[src/rtl/tohost_store_if.sv]
// Store channel from the core into the tohost responder: a valid/ready
// request carrying a word address and data.
interface tohost_store_if;
    logic        wr_valid;
    logic        wr_ready;
    logic [31:0] wr_addr;
    logic [31:0] wr_data;

    modport master (output wr_valid, output wr_addr, output wr_data, input wr_ready);
    modport slave  (input wr_valid, input wr_addr, input wr_data, output wr_ready);
endinterface

[src/rtl/tohost_responder.sv]
// End-of-test monitor: watches tohost stores, the halt PC and a RUN-cycle
// budget, and latches a sticky PASS / FAIL / TIMEOUT verdict.
module tohost_responder #(
    parameter logic [31:0] TOHOST_ADDR = 32'h0000_1000,
    parameter logic [31:0] HALT_PC     = 32'h0000_0044,
    parameter int unsigned TIMEOUT     = 5000
) (
    input  logic                clk,
    input  logic                rst,
    input  logic                start,
    tohost_store_if.slave       st,
    input  logic [31:0]         pc_in,
    input  logic [31:0]         gp_in,
    output logic [2:0]          state,
    output logic                done,
    output logic                pass,
    output logic [30:0]         fail_code,
    output logic                timeout,
    output logic [31:0]         cycle_count
);

    typedef enum logic [2:0] {
        S_IDLE    = 3'd0,
        S_RUN     = 3'd1,
        S_PASS    = 3'd2,
        S_FAIL    = 3'd3,
        S_TIMEOUT = 3'd4
    } state_e;

    localparam logic [31:0] TIMEOUT_W = 32'(TIMEOUT);

    state_e      state_q, state_d;
    logic        done_q, done_d;
    logic        pass_q, pass_d;
    logic        timeout_q, timeout_d;
    logic        wr_ready_q, wr_ready_d;
    logic [30:0] fail_code_q, fail_code_d;
    logic [31:0] count_q, count_d;
    logic        accept;
    logic        tohost_verdict;

    assign accept         = st.wr_valid & wr_ready_q;
    // Only odd data written to tohost is a verdict; even data is a console/ignored write.
    assign tohost_verdict = accept && (st.wr_addr == TOHOST_ADDR) && st.wr_data[0];

    always_comb begin
        state_d     = state_q;
        fail_code_d = fail_code_q;
        count_d     = count_q;
        case (state_q)
            S_IDLE: begin
                if (start) state_d = S_RUN;
            end
            S_RUN: begin
                count_d = count_q + 32'd1;
                if (tohost_verdict) begin
                    if (st.wr_data == 32'd1) begin
                        state_d = S_PASS;
                    end else begin
                        state_d     = S_FAIL;
                        fail_code_d = st.wr_data[31:1];
                    end
                end else if (pc_in == HALT_PC) begin
                    if (gp_in == 32'd1) begin
                        state_d = S_PASS;
                    end else begin
                        state_d     = S_FAIL;
                        fail_code_d = gp_in[31:1];
                    end
                end else if (count_d >= TIMEOUT_W) begin
                    state_d = S_TIMEOUT;
                end
            end
            default: ;
        endcase
        done_d     = (state_d == S_PASS) || (state_d == S_FAIL) || (state_d == S_TIMEOUT);
        pass_d     = (state_d == S_PASS);
        timeout_d  = (state_d == S_TIMEOUT);
        wr_ready_d = (state_d != S_IDLE);
    end

    always_ff @(posedge clk or negedge rst) begin
        if (!rst) begin
            state_q     <= S_IDLE;
            done_q      <= 1'b0;
            pass_q      <= 1'b0;
            timeout_q   <= 1'b0;
            wr_ready_q  <= 1'b0;
            fail_code_q <= '0;
            count_q     <= '0;
        end else begin
            state_q     <= state_d;
            done_q      <= done_d;
            pass_q      <= pass_d;
            timeout_q   <= timeout_d;
            wr_ready_q  <= wr_ready_d;
            fail_code_q <= fail_code_d;
            count_q     <= count_d;
        end
    end

    assign st.wr_ready = wr_ready_q;
    assign state       = state_q;
    assign done        = done_q;
    assign pass        = pass_q;
    assign timeout     = timeout_q;
    assign fail_code   = fail_code_q;
    assign cycle_count = count_q;

endmodule

[src/flat_wrapper.sv]
// flat-port wrapper written by rule: the top's interface ports become plain ports
module tohost_responder_flat 
#(
    parameter logic [31:0] TOHOST_ADDR = 32'h0000_1000,
    parameter logic [31:0] HALT_PC     = 32'h0000_0044,
    parameter int unsigned TIMEOUT     = 5000
)
  (clk, rst, start, pc_in, gp_in, state, done, pass, fail_code, timeout, cycle_count, st_wr_valid, st_wr_addr, st_wr_data, st_wr_ready);
  tohost_store_if st_i ();
  input  logic clk;
  input  logic rst;
  input  logic start;
  input  logic [31:0] pc_in;
  input  logic [31:0] gp_in;
  output logic [2:0] state;
  output logic done;
  output logic pass;
  output logic [30:0] fail_code;
  output logic timeout;
  output logic [31:0] cycle_count;
  input wire logic [$bits(st_i.wr_valid)-1:0] st_wr_valid;
  input wire logic [$bits(st_i.wr_addr)-1:0] st_wr_addr;
  input wire logic [$bits(st_i.wr_data)-1:0] st_wr_data;
  output wire logic [$bits(st_i.wr_ready)-1:0] st_wr_ready;
  assign st_i.wr_valid = st_wr_valid;
  assign st_i.wr_addr = st_wr_addr;
  assign st_i.wr_data = st_wr_data;
  assign st_wr_ready = st_i.wr_ready;
  tohost_responder #(.TOHOST_ADDR(TOHOST_ADDR), .HALT_PC(HALT_PC), .TIMEOUT(TIMEOUT)) u_core (.clk(clk), .rst(rst), .start(start), .st(st_i), .pc_in(pc_in), .gp_in(gp_in), .state(state), .done(done), .pass(pass), .fail_code(fail_code), .timeout(timeout), .cycle_count(cycle_count));
endmodule
[config.mk]
export PLATFORM = sky130hd
export DESIGN_NAME = tohost_responder_flat
export DESIGN_NICKNAME = d
export VERILOG_FILES = /design/src/rtl/tohost_store_if.sv /design/src/rtl/tohost_responder.sv /design/src/flat_wrapper.sv
export SDC_FILE = /design/constraint.sdc
export NUM_CORES = 1
export LEC_CHECK = 0
export CAP_MARGIN = 20
export CORE_MARGIN = 2
export CORE_UTILIZATION = 41
export DETAILED_ROUTE_END_ITERATION = 10
export GPL_TIMING_DRIVEN = 0
export PLACE_DENSITY = 0.91
export SLEW_MARGIN = 20
export SYNTH_ARGS = -nofsm -noshare
export SYNTH_HDL_FRONTEND = slang
export SYNTH_SLANG_ARGS = --single-unit
[constraint.sdc]
create_clock -name clk -period 3.8 [get_ports clk]
set_input_delay 0.95 -clock clk [delete_from_list [all_inputs] [get_ports clk]]
set_output_delay 0.95 -clock clk [all_outputs]
set_load 0.005 [all_outputs]
==> impl_results.md <==
* Status: finished, final reports clean
* Least-Margin Pin Slew at approximately 0.58 ns
* Port buffer count at around 200
* Flops & latches, synth at 70
* Final Setup Violations at 0
* Worst Skew at 0.00892 ns
* Setup TNS at 0 ns
* Die Area at roughly 0.011 mm²
* Synth cell types at between 40 and 50
* Global-route wire length before repair at 22.5 mm
* WHS Endpoint: u_core.pass
* Sequential Area at 0.00175 mm²
* Pwr dens at 254 mW/mm²
* Crit path capture type: flip-flop
* CP Class: input port to flip-flop
* Drt pass-1 iters at 4
* Worst reg2reg path depth at 9
* Top cells by count, synth: 70 x dfrtp_1, 62 x mux2_2, 29 x nor4_1
* Max Slew Vio Count at 0
* Max Cap Violations at 0
* EDFF count, synth at 0
* Clk Latency, worst-skew pair at roughly 0.35 ns
* Vias in the first global route at 4,438
* Hold buffer count at CTS at 0
* All-Layer GR Usage at around 26%
* CP max FO at 10
* GRT Residual Overflow at 0
* Post-Syn Nets at between 500 and 600
* Maximum number of pins on one net before global-route repair at 39
* Fmax at approximately 0.29 GHz
* Crit path largest cell delay at between 0.5 and 0.6 ns
* WHS at between 0.5 and 0.6 ns
* RSZ-0062 raised after global routing: no
* Post-Route WL at approximately 14 mm
* Hold path depth at 1
* Ys flop type: dfrtp_1
* Placed instance area at 0.00636 mm²
* Initial antenna violation count at 0
* Tot Pwr at 0.00168 W
* Total CTS buffers at 9
* Reg2reg start: u_core.cycle_count[0]
* Worst hold path class: flip-flop to flip-flop
* IO Pins at 202
* Hold Path Origin: u_core.state[2]
* CTS tree: done
* Seq/Total Area, Yosys at ~42%
* Relative slew margins at about 62%
* Most numerous cell in the Yosys netlist: dfrtp_1
* Share of cells above drive strength 1 at between 15 and 20%
* Crit start category: input port
* Nets at 749
* VDD IR max at approximately 220 µV
* Area growth, synth to finish at 58.7%
* Via count at approximately 4.2k
* DIE WIDTH at between 100 and 150 µm
* Antenna fix cells at 0
* Reg-to-Reg End: u_core.done
* Critical Path RT at ~4.0 ns
* CP top delay family: simple AND/OR/NAND/NOR gates
* Initial DRC count at around 130
* Slowest CP cell: nor3_2
* Minimum clock period at around 3.5 ns
* DP Wirelength at 11.3 mm
* Fin util at 67.4%
* Final Cell Area at between 0.006 and 0.007 mm²
* Yosys warns at 0
* Post-route ant nets at 0
* DRC at 0
* Synth top area share at between 40% and 50%
* Worst path cell trace: clkdlybuf4s50_1, nor4b_1, nand4_1, nor3_2, nor3_1, a21oi_1, and2_1, clkbuf_1, buf_2, mux2_2
* Num rows at 36
* CTS root buf: clkbuf_8
* Initial Util at between 40% and 50%
* Footprint of the multi-input gates at approximately 0.0023 mm²
* Vias/cell at between 5 and 6
* Routed len/inst at 18.4 µm
* Fill count at between 700 and 800
* Final cycle utilization of the critical path at between 90 and 100%
* Reg-to-reg slack, setup at 0.58 ns
* Clock sinks at 70
* Synth Cell Area at 0.00417 mm²
* Die Ht at 105 µm
* Synthesized area per cell at ~10 µm²
* Arrival @ worst endpoint at about 3.7 ns
* Main area contributors after synthesis: dfrtp_1 42%, mux2_2 17%, xnor2_1 5.3%
* Core ar. at between 0.009 and 0.01 mm²
* CP bufs+invs at 3
* Clock transition at path regs at 0.07 ns
* GPL Wtd Cong at 0.937
* Leak at between 2 and 3 nW
* Async S/R FF share, synth at 100%
* Cell count after synthesis at between 400 and 500
* Final Hold Fails at 0
* Synth area leader: dfrtp_1
* CTS max path bufs at 2
* CTS H-tree depth at 3
[cell families after synthesis]
group / Yosys count / synth area share (%)
simple gates: 166 / 23.3
flops: 70 / 42.0
buf+inv: 24 / 2.52
xor+xnor: 37 / 7.78
mux: 62 / 16.8
compound gates: 41 / 7.03
fa+ha+maj: 2 / 0.601
[sequential cells by signal, summed over array words and instances (netlist names)]
name                count
u_core.cycle_count     32
u_core.state            3
u_core.timeout          1
u_core.pass             1
u_core.done             1
u_core.fail_code       31
u_core.st.wr_ready      1
[placed cells by master (no fill, tap or decap), drive strengths merged, types with 2 or more instances in the layout]
master | synthesis | final
or4 | 2 | 2
a31o | 2 | 2
a21oi | 8 | 8
and4 | 5 | 5
nand2b | 2 | 2
o21ai | 7 | 7
nand3 | 14 | 14
nand4 | 22 | 22
a31oi | 3 | 3
and3 | 7 | 7
mux2 | 62 | 62
xor2 | 12 | 12
nor3 | 21 | 21
xnor2 | 25 | 25
bufinv | 0 | 3
o211ai | 3 | 3
nand2 | 28 | 28
nor4 | 31 | 31
clkinv | 0 | 3
clkdlybuf4s50 | 0 | 200
o31a | 4 | 4
inv | 5 | 5
nor4b | 7 | 7
nor2 | 17 | 17
and2 | 4 | 4
clkbuf | 11 | 21
nor2b | 2 | 2
buf | 8 | 10
or2 | 2 | 2
dfrtp | 70 | 70
ha | 2 | 2
a211o | 2 | 2
[where the power goes]
group          internal (W)  total [W]        switching, W
Clock              0.000453   0.000742            0.000290
Combinational      0.000137   0.000194           0.0000567
Sequential         0.000744   0.000744  0.0000000000000896
Total               0.00133    0.00168            0.000346
[worst register-to-register path, delay by kind of cell, from the launching register on]
kind	cells	cell delay, ns
AO/OA/AOI/OAI	3	0.81
adder cells (fa/ha/maj)	1	0.29
AND/OR/NAND/NOR	5	1.55
flip-flops	1	0.46
[area by class of cell]
type / count / area share [%]
multi-input cells: 308 / 35.0
plain buffers: 19 / 1.31
flip-flops and latches: 70 / 26.5
well taps: 133 / 2.52
clock buffers: 10 / 2.08
inverters: 5 / 0.284
clock inverters: 6 / 1.65
repair buffers: 202 / 30.7
[worst max path at each step]
stage,start,endpoint,depth (start not counted)
after global placement,rst,u_core.cycle_count[30],1
after detailed placement,st_wr_addr[1],u_core.fail_code[18],10
after global routing,st_wr_data[0],u_core.fail_code[11],11
after CTS,st_wr_addr[1],u_core.fail_code[18],10
final,st_wr_addr[1],u_core.fail_code[13],10
after floorplan,st_wr_addr[1],u_core.fail_code[10],9
[through the flow]
step           setup slack (ns)  std cells
2_1_floorplan             0.689        402
3_3_place_gp             -0.555        736
3_5_place_dp             -0.333        737
4_1_cts                  0.0305        753
5_1_grt                   0.135        753
6_report                  0.295        753
[layer usage]
layer / GRT usage [%] / up-vias / share of wire (%)
li1: - / 1953 / -
met1: 27.9 / 2034 / 37
met2: 46.2 / 200 / 52
met3: 6.67 / 46 / 7.2
met4: 11.8 / 0 / 4.1
met5: 0 / - / 0
[repair_timing]
action / 4_1_cts / 5_1_grt
hold endpoints to repair: 0 / 0
setup buffers: 0 / 0
gates resized for setup: 0 / 1
endpoints found under the setup margin: 0 / 30
No activity file was read; power rests on OpenSTA's default activity.
